### src/rtl/global_pkg.sv
// Shared types for the matrix-vector processor datapath.
package global_pkg;

   typedef logic [7:0] data_t;
   typedef logic [3:0] nibble_t;

endpackage : global_pkg

### src/rtl/uart_tx_pkg.sv
// Types and constants for the result transmit path: frame and serializer
// state encodings and the default frame delimiter bytes.
package uart_tx_pkg;

   import global_pkg::*;

   typedef enum logic [2:0] {
      IDLE,
      HEADER,
      LENGTH,
      DATA,
      TRAILER,
      FINISH
   } frame_state_t;

   typedef enum logic [1:0] {
      IDLE_B,
      START_B,
      DATA_B,
      STOP_B
   } byte_state_t;

   localparam data_t START_BYTE_DEF = 8'hFE;
   localparam data_t STOP_BYTE_DEF  = 8'hEF;

   // Bit index of the last data bit (index 0 is the start bit)
   localparam logic [3:0] LAST_DATA_BIT = 4'd8;

endpackage : uart_tx_pkg

### src/rtl/uart_tx_byte.sv
// 8N1 byte serializer. A byte_start pulse loads byte_in; from the next edge
// the line carries start bit, 8 data bits LSB first and a stop bit, each
// CLKS_PER_BIT clocks long. byte_done marks the last cycle of the stop bit.
module uart_tx_byte
   import uart_tx_pkg::*;
#(
   parameter int CLKS_PER_BIT = 434
) (
   input  logic       clk,
   input  logic       rst,
   input  logic       byte_start,
   input  logic [7:0] byte_in,
   output logic       tx,
   output logic       byte_busy,
   output logic       byte_done
);

   localparam int BAUD_W = (CLKS_PER_BIT > 1) ? $clog2(CLKS_PER_BIT) : 1;
   localparam logic [BAUD_W-1:0] BAUD_LAST = BAUD_W'(CLKS_PER_BIT - 1);

   byte_state_t       state_reg;
   byte_state_t       state_next;
   logic [BAUD_W-1:0] baud_cnt_reg;
   logic [3:0]        bit_cnt_reg;
   logic [7:0]        shift_reg;
   logic              tx_reg;
   logic              bit_end;

   assign bit_end = (baud_cnt_reg == BAUD_LAST);
   assign tx      = tx_reg;

   // Serializer state register
   always_ff @(posedge clk or negedge rst) begin
      if (!rst) begin
         state_reg <= IDLE_B;
      end else begin
         state_reg <= state_next;
      end
   end

   // Serializer next-state: advance at the end of each bit period
   always_comb begin
      state_next = state_reg;
      case (state_reg)
         IDLE_B:  if (byte_start) state_next = START_B;
         START_B: if (bit_end) state_next = DATA_B;
         DATA_B:  if (bit_end && (bit_cnt_reg == LAST_DATA_BIT)) state_next = STOP_B;
         STOP_B:  if (bit_end) state_next = IDLE_B;
         default: state_next = IDLE_B;
      endcase
   end

   // Serializer handshake outputs
   always_comb begin
      byte_busy = (state_reg != IDLE_B);
      byte_done = (state_reg == STOP_B) && bit_end;
   end

   // Baud counter, bit counter, shift register and registered line driver
   always_ff @(posedge clk or negedge rst) begin
      if (!rst) begin
         baud_cnt_reg <= '0;
         bit_cnt_reg  <= '0;
         shift_reg    <= '0;
         tx_reg       <= 1'b1;
      end else if (state_reg == IDLE_B) begin
         baud_cnt_reg <= '0;
         bit_cnt_reg  <= '0;
         if (byte_start) begin
            shift_reg <= byte_in;
            tx_reg    <= 1'b0;
         end
      end else if (bit_end) begin
         baud_cnt_reg <= '0;
         bit_cnt_reg  <= (state_reg == STOP_B) ? 4'd0 : bit_cnt_reg + 4'd1;
         if ((state_next == STOP_B) || (state_next == IDLE_B)) begin
            tx_reg <= 1'b1;
         end else begin
            tx_reg    <= shift_reg[0];
            shift_reg <= {1'b0, shift_reg[7:1]};
         end
      end else begin
         baud_cnt_reg <= baud_cnt_reg + 1'b1;
      end
   end

endmodule : uart_tx_byte

### src/rtl/uart_result_tx.sv
// Result transmitter: on a transmit request, sends one framed packet
// (START_BYTE, length, N result bytes popped from the result FIFO, STOP_BYTE)
// over an 8N1 serial line. One idle cycle precedes the header and one gap
// cycle follows every byte, the last one before the FINISH/done cycle.
module uart_result_tx
   import global_pkg::*;
   import uart_tx_pkg::*;
#(
   parameter int          CLK_FREQ     = 50_000_000,
   parameter int          BAUD         = 115200,
   parameter int          CLKS_PER_BIT = CLK_FREQ / BAUD,
   parameter logic [7:0]  START_BYTE   = START_BYTE_DEF,
   parameter logic [7:0]  STOP_BYTE    = STOP_BYTE_DEF
) (
   input  logic       clk,
   input  logic       rst,
   input  logic       transmit,
   input  logic [3:0] N,
   input  logic [7:0] data_in,
   output logic       pop,
   output logic       tx,
   output logic       busy,
   output logic       done
);

   frame_state_t state_reg;
   frame_state_t state_next;
   nibble_t      len_q;
   nibble_t      word_cnt;
   logic         sent_reg;    // current byte of this state already launched
   logic         prime_reg;   // one idle cycle between acceptance and header
   logic         byte_start;
   data_t        byte_data;
   logic         byte_busy;
   logic         byte_done;
   logic         send_state;

   assign send_state = (state_reg == HEADER) || (state_reg == LENGTH) ||
                       (state_reg == DATA)   || (state_reg == TRAILER);

   uart_tx_byte #(
      .CLKS_PER_BIT (CLKS_PER_BIT)
   ) u_byte (
      .clk        (clk),
      .rst        (rst),
      .byte_start (byte_start),
      .byte_in    (byte_data),
      .tx         (tx),
      .byte_busy  (byte_busy),
      .byte_done  (byte_done)
   );

   // Frame state register plus length latch, word counter and launch flags
   always_ff @(posedge clk or negedge rst) begin
      if (!rst) begin
         state_reg <= IDLE;
         len_q     <= '0;
         word_cnt  <= '0;
         sent_reg  <= 1'b0;
         prime_reg <= 1'b0;
      end else begin
         state_reg <= state_next;
         prime_reg <= 1'b0;
         if ((state_reg == IDLE) && transmit) begin
            len_q     <= N;
            word_cnt  <= '0;
            sent_reg  <= 1'b0;
            prime_reg <= 1'b1;
         end else if (byte_start) begin
            sent_reg <= 1'b1;
            if (state_reg == DATA) word_cnt <= word_cnt + 4'd1;
         end else if (byte_done && (state_reg != TRAILER)) begin
            // The trailer keeps its flag so its gap cycle can be detected
            sent_reg <= 1'b0;
         end
      end
   end

   // Frame next-state: move on when the current byte's stop bit ends
   always_comb begin
      state_next = state_reg;
      case (state_reg)
         IDLE:    if (transmit) state_next = HEADER;
         HEADER:  if (byte_done) state_next = LENGTH;
         LENGTH:  if (byte_done) state_next = (len_q == 4'd0) ? TRAILER : DATA;
         DATA:    if (byte_done && (word_cnt == len_q)) state_next = TRAILER;
         TRAILER: if (sent_reg && !byte_busy) state_next = FINISH;
         FINISH:  state_next = IDLE;
         default: state_next = IDLE;
      endcase
   end

   // Frame outputs: byte launch, byte source select, FIFO pop, status
   always_comb begin
      byte_start = send_state && !sent_reg && !prime_reg;
      byte_data  = 8'h00;
      case (state_reg)
         HEADER:  byte_data = START_BYTE;
         LENGTH:  byte_data = {4'b0000, len_q};
         DATA:    byte_data = data_in;
         TRAILER: byte_data = STOP_BYTE;
         default: byte_data = 8'h00;
      endcase
      pop  = byte_start && (state_reg == DATA);
      busy = (state_reg != IDLE) && (state_reg != FINISH);
      done = (state_reg == FINISH);
   end

endmodule : uart_result_tx

### config.mk
export PLATFORM = sky130hd
export DESIGN_NAME = uart_result_tx
export DESIGN_NICKNAME = d
export VERILOG_FILES = /design/src/rtl/global_pkg.sv /design/src/rtl/uart_tx_pkg.sv /design/src/rtl/uart_tx_byte.sv /design/src/rtl/uart_result_tx.sv
export SDC_FILE = /design/constraint.sdc
export NUM_CORES = 1
export LEC_CHECK = 0
export CAP_MARGIN = 5
export CORE_ASPECT_RATIO = 0.8
export CORE_MARGIN = 10
export CORE_UTILIZATION = 57
export DETAILED_ROUTE_END_ITERATION = 8
export PLACE_DENSITY = 0.79
export SLEW_MARGIN = 20
export SYNTH_ARGS = -nofsm -noshare
export SYNTH_HDL_FRONTEND = slang
export SYNTH_SLANG_ARGS = --single-unit
### constraint.sdc
create_clock -name clk -period 2.2 [get_ports clk]
set_clock_uncertainty 0.05 [all_clocks]
set_input_delay 0.22 -clock clk [delete_from_list [all_inputs] [get_ports clk]]
set_output_delay 0.22 -clock clk [all_outputs]
set_load 0.005 [all_outputs]
# After elaboration in Yosys (flattened, before gate mapping)
# Index checks and enable logic that the tools add are counted.
# W data, S select, Z words.
dict set report word_totals {
  register_bits 37
  inputBits 15
  out_inout_bits 4
  wordCells 98
}
dict set report op_classes {
  add_sub_neg 3
  eq_ne 21
  muxes 33
  n_reduce_logical 31
}
# op count
set ops {}
lappend ops {{$mux W8} 4}
lappend ops {{$pmux W8 S4} 1}
lappend ops {{$mux W4} 6}
lappend ops {{$mux W3} 6}
lappend ops {{$mux W9} 2}
lappend ops {{$pmux W3 S5} 1}
lappend ops {{$logic_and A1 B1 Y1} 10}
lappend ops {{$add A9 B1 Y9 const B} 1}
lappend ops {{$eq A9 B9 Y1 const B} 1}
lappend ops {{$add A4 B1 Y4 const B} 2}
lappend ops {{$mux W1} 8}
lappend ops {{$mux W2} 4}
lappend ops {{$ne A2 B2 Y1 const B} 4}
lappend ops {{$pmux W2 S4} 1}
lappend ops {{$reduce_bool A2 Y1} 4}
lappend ops {{$eq A2 B2 Y1 const B} 3}
lappend ops {{$eq A3 B2 Y1 const B} 2}
lappend ops {{$eq A3 B3 Y1 const B} 2}
lappend ops {{$ne A2 B1 Y1 const B} 3}
lappend ops {{$ne A3 B3 Y1 const B} 2}
lappend ops {{$reduce_bool A3 Y1} 2}
lappend ops {{$reduce_and A5 Y1} 1}
lappend ops {{$eq A4 B4 Y1} 1}
lappend ops {{$eq A4 B4 Y1 const B} 1}
lappend ops {{other kinds (9)} 16}

# Depth between registers and ports, before layout
dict set report depth {
  ltp_word 13
  depth_mapped 8
  mapped_depth_nobuf 6
}

# Cells and area by module
# Synthesis repeated with hierarchy kept, for this count alone.
dict set report hier_totals {
  cells_unflattened 206
  area_unflattened_um2 2185.8
}
# module n_inst cells_per_inst area_per_inst_um2 seq_area_each_um2
set by_module_without_submodules {}
lappend by_module_without_submodules {uart_tx_byte 1 111 1276.2 601.8}
lappend by_module_without_submodules {uart_result_tx 1 95 909.6 325.3}

# Worst setup path before layout
# Ideal clock, no wire load.
dict set report synth_path {
  path_kind {register to register}
  startpoint {reg u_byte.baud_cnt_reg[1]}
  endpoint {reg u_byte.shift_reg[0]}
  setup_ps 125
  arrival_time_ps 1605
  required_time_ps 2025
  setup_slack_ps 421
  stages_incl_launch_ff 8
  n_path_buf 1
  synth_period_minus_slack_ps 1779
  path_cell_list {dfrtp_1 inv_1 ha_1 nand4b_1 or2_1 buf_6 o21ai_4 mux2_2}
}
dict set report synth_via {
  elab_chain_cells 8
  word_cells_on_any_way 12
  classes_between {eq/ne: 3; mux: 4; reduce/logical: 5}
}
# item line_no
set synth_lines {}
lappend synth_lines {{from (decl)} uart_tx_byte.sv:23} ;# logic [BAUD_W-1:0] baud_cnt_reg;
lappend synth_lines {{from (signal assigned)} uart_tx_byte.sv:83} ;# baud_cnt_reg <= baud_cnt_reg + 1'b1;
lappend synth_lines {{$eq A9 B9 Y1 (*)} uart_tx_byte.sv:29} ;# assign bit_end = (baud_cnt_reg == BAUD_LAST);
lappend synth_lines {{$logic_and A1 B1 Y1} uart_tx_byte.sv:47} ;# DATA_B: if (bit_end && (bit_cnt_reg == LAST_DATA_BIT)) state_next = STOP_B;
lappend synth_lines {{$mux W2} uart_tx_byte.sv:47}
lappend synth_lines {{$pmux W2 S4} uart_tx_byte.sv:44} ;# case (state_reg)
lappend synth_lines {{$eq A2 B2 Y1 or $logic_not A2 Y1 (tied branches)} uart_tx_byte.sv:76} ;# if ((state_next == STOP_B) || (state_next == IDLE_B)) begin
lappend synth_lines {{$logic_or A1 B1 Y1} uart_tx_byte.sv:76}
lappend synth_lines {{$ne A2 B1 Y1 (no source line)} n/a}
lappend synth_lines {{$reduce_and A3 Y1 (no source line) (*)} n/a}
lappend synth_lines {{to (signal assigned)} uart_tx_byte.sv:70} ;# shift_reg <= byte_in;
lappend synth_lines {{to (signal assigned)} uart_tx_byte.sv:80} ;# shift_reg <= {1'b0, shift_reg[7:1]};
lappend synth_lines {{to (decl)} uart_tx_byte.sv:25} ;# logic [7:0] shift_reg;
# Every way passes the cells marked *; elsewhere a longest branch is shown, timed or not.
# A chain may end at the register's enable or synchronous reset.

# Final worst setup path
dict set report layout_path {
  startpoint {reg state_reg[2]}
  endpoint {out done}
}
dict set report layout_via {
  elab_chain_cells 1
}
# item line_no
set layout_lines {}
lappend layout_lines {{from (decl)} uart_result_tx.sv:26} ;# frame_state_t state_reg;
lappend layout_lines {{from (signal assigned)} uart_result_tx.sv:62} ;# state_reg <= state_next;
lappend layout_lines {{$eq A3 B3 Y1} uart_result_tx.sv:106} ;# done = (state_reg == FINISH);
lappend layout_lines {{to (decl)} uart_result_tx.sv:23} ;# output logic done
# Every way passes these cells.

==> out/summary.txt <==
SYNTH
---------------------------------------------------------------------------------
Count of distinct cell types in the synthesized netlist ............           47
Sequential share of the synthesized area ...........................       0.4367
Fraction of synthesis flops using an asynchronous set or reset pin .        1.000
Number of synthesized register bits ................................           37
Yosys Warn Count ...................................................            0
Flip-flop cell with the highest count after synthesis ..............      dfrtp_1
Mapped cell area ...................................................     2123 µm²
Number of cells produced by synthesis ..............................          222
Mapped Nets ........................................................          242
Average size of a mapped cell ......................................    9.564 µm²
Number of enable flip-flop cells after synthesis ...................            0

CLOCKING
---------------------------------------------------------------------------------
Clock transition at the registers of the reported paths ............      0.07 ns
Maximum root-to-sink buffer count ..................................            2
Clock tree from TritonCTS ..........................................         done
CTS buffer count ...................................................            5
Clock Root Buffer ..................................................     clkbuf_8
Htree depth ........................................................            2
Number of setup buffers added after CTS ............................            0
Clock Latency Late Sink ............................................      0.28 ns
Sink Count .........................................................           37

PLACEMENT
---------------------------------------------------------------------------------
DPL Wire Length ....................................................      3211 µm
Setup slack at placement ...........................................    0.1750 ns
Routability Congestion .............................................       0.8437
Number of buffer cells added on primary ports ......................           18
Dpl cells ..........................................................          275

FINISH
---------------------------------------------------------------------------------
Number of cells in the finished layout apart from fillers ..........          283
Final net count ....................................................          260
Most common cell after layout, fill and taps aside .................      dfrtp_1
Ant. Diodes ........................................................            0
Area Overhead vs Synth .............................................       14.38%
Most used cells in the layout excluding fill and tap cells ......... dfrtp_1 (35), nor2_1 (27), clkdlybuf4s50_1 (17), a21oi_1 (15), o21ai_0 (13)
Flip-flop count of the largest register after layout ...............            9
Proportion of layout cells with a drive suffix above 1 .............       0.1245

CRITICAL PATH
---------------------------------------------------------------------------------
Worst setup path startpoint ........................................ state_reg[2]
Reg-to-Reg End ..................................................... u_byte.shift_reg[4]
Start of the worst register-to-register path ....................... u_byte.baud_cnt_reg[1]
Kind of end point of the critical path .............................   output pin
Setup CP Type ......................................................      reg2out
Critical path launch point type ....................................    flip-flop
CP endpoint ........................................................         done
Worst-path maximum fanout ..........................................           15
Slack of the worst reg-to-reg path .................................      0.16 ns
Data arrival, critical path ........................................      1.83 ns
Required time at the worst-slack endpoint ..........................      1.93 ns
Length in cells of the worst reg-to-reg path .......................            6

FLOORPLAN
---------------------------------------------------------------------------------
Y dimension of the die .............................................     74.59 µm
Die Area ...........................................................     6581 µm²
Initial Utilization ................................................       0.6035
Top-Level Pins .....................................................           19
Core area ..........................................................     3518 µm²
Core Rows ..........................................................           19
Width of the die ...................................................     88.24 µm

TIMING
---------------------------------------------------------------------------------
Ratio of final minimum period to clock period ......................       0.9548
Number of hold violations in the final report ......................           36
# setup viols final ................................................            0
Number of pins exceeding their max-slew limit in the final report ..            0
Total negative slack for setup checks ..............................         0 ns
Hold Slack .........................................................  -0.03168 ns
Fmax ...............................................................    476.1 MHz
Final setup margin .................................................   0.09941 ns
Min Tclk post-route ................................................     2.101 ns
Worst slew pin tran ................................................    0.7984 ns
Max-Slew Margin vs Limit ...........................................       0.4678
Setup repair after global routing missed its margin ................           no

DETAILED ROUTING
---------------------------------------------------------------------------------
Final routed wirelength across all metal layers ....................      4295 µm
Vias per cell ......................................................        5.837
Count of antenna-violating nets left after detailed routing ........            0
DRC violation total after the first TritonRoute iteration ..........          140
DRC violations left ................................................            0
First-pass detailed-route iteration total ..........................            4
Average routed wire per standard cell ..............................     15.18 µm
Total number of vias ...............................................         1652

PWR
---------------------------------------------------------------------------------
Overall power ......................................................     2.146 mW
Worst VDD drop .....................................................  0.0006005 V
LEAKAGE ............................................................     1.017 nW
Power per cell area ................................................ 883.8 nW/µm²

RUN
---------------------------------------------------------------------------------
Max Cap Violations .................................................            0

GLOBAL ROUTE
---------------------------------------------------------------------------------
Largest net degree at the start of global routing ..................           38
Number of antenna violations at the first check in global routing ..            0
GRT Overall Usage ..................................................       0.1457
Total congestion overflow after global routing .....................            0
Number of global-route vias before repair ..........................         1637
Global-route wire length before repair .............................      7534 µm

STATUS
---------------------------------------------------------------------------------
Violations in the final reports .................................... negative hold slack
Outcome ............................................................ finished, violations left

HOLD PATH
---------------------------------------------------------------------------------
Hold/Removal Path Class ............................................     in2async

## logic make-up after synthesis
kind of cell,synth area share
AO/OA/AOI/OAI,0.1727
XOR/XNOR,0.06188
adder cells (fa/ha/maj),0.02946
buffers and inverters,0.04361
flip-flops,0.4367
multiplexers,0.05304
AND/OR/NAND/NOR,0.2027
## synth_stat cells (2+ instances only)
master,n,area share
a21oi_1,15,0.035
ha_1,5,0.029
nand4_1,2,0.0059
and3_1,2,0.0059
nor2b_1,5,0.015
nand2_1,10,0.018
nand2b_1,4,0.012
nand3_1,7,0.016
a22o_1,4,0.016
clkbuf_1,5,0.0088
xnor2_1,8,0.033
nor3_1,8,0.019
nor4_1,3,0.0088
xor2_1,7,0.029
o31ai_1,4,0.014
a31oi_1,2,0.0059
o21ai_0,13,0.031
nor2_1,27,0.048
and3b_1,2,0.0083
nand4b_1,2,0.0083
dfrtp_1,36,0.42
mux2_2,10,0.053
inv_1,10,0.018
buf_2,5,0.012
or2_1,2,0.0059
o211ai_1,3,0.011
## worst min path at each step
| stage | startpoint | to | slack, ns | cells after the start |
|---|---|---|---|---|
| finish | rst | u_byte.baud_cnt_reg[2] | -0.03 | 1 |
| detailed placement | rst | u_byte.baud_cnt_reg[4] | 0.31 | 1 |
| floorplan | rst | len_q[0] | -0.13 | 0 |
| global placement | rst | u_byte.baud_cnt_reg[5] | 0.31 | 1 |
| global route | rst | u_byte.baud_cnt_reg[3] | 0.02 | 1 |
| CTS | rst | u_byte.baud_cnt_reg[4] | 0.002 | 1 |
## timing repair
| item | in CTS | in global routing |
|---|---|---|
| setup endpoints to repair | 0 | 1 |
| hold buffers | 0 | 0 |
| gates resized for setup | 0 | 1 |
## stage by stage
stage	cell area [µm²]	utilization	hold slack, ns
floorplan	2123	-	-0.1256
global placement	2326	0.6611	0.3114
detailed placement	2326	0.6611	0.3127
CTS	2427	0.6899	0.001646
global route	2429	0.6903	0.01572
finish	2429	0.6903	-0.03168
## power breakdown
part	switching [mW]	internal, mW
Combinational	0.338	0.289
Clock	0.230	0.283
Sequential	0.159	0.847
Total	0.727	1.42
## layer usage
metal  share of wire  track usage  up-vias
li1                -            -      824
met1            0.48       0.1935      768
met2            0.43       0.2122       53
met3           0.075      0.04803        7
met4           0.015      0.06261        0
met5               0            0        -
## cell type report
class	count	area, µm²
sequential	37	928.4
multi-input combinational	164	1104
clock buffer	7	96.34
clock inverter	1	5.005
tap	42	52.55
inverter	10	37.54
timing repair buffer	22	205.2
fill	273	1090
## worst max-delay path, cell delays in order (launching register included)
cell and delay [ns]:
dfrtp_1 0.59, inv_1 0.22, nor3_1 0.20, clkdlybuf4s50_1 0.54
(Power assumes the default switching activity.)
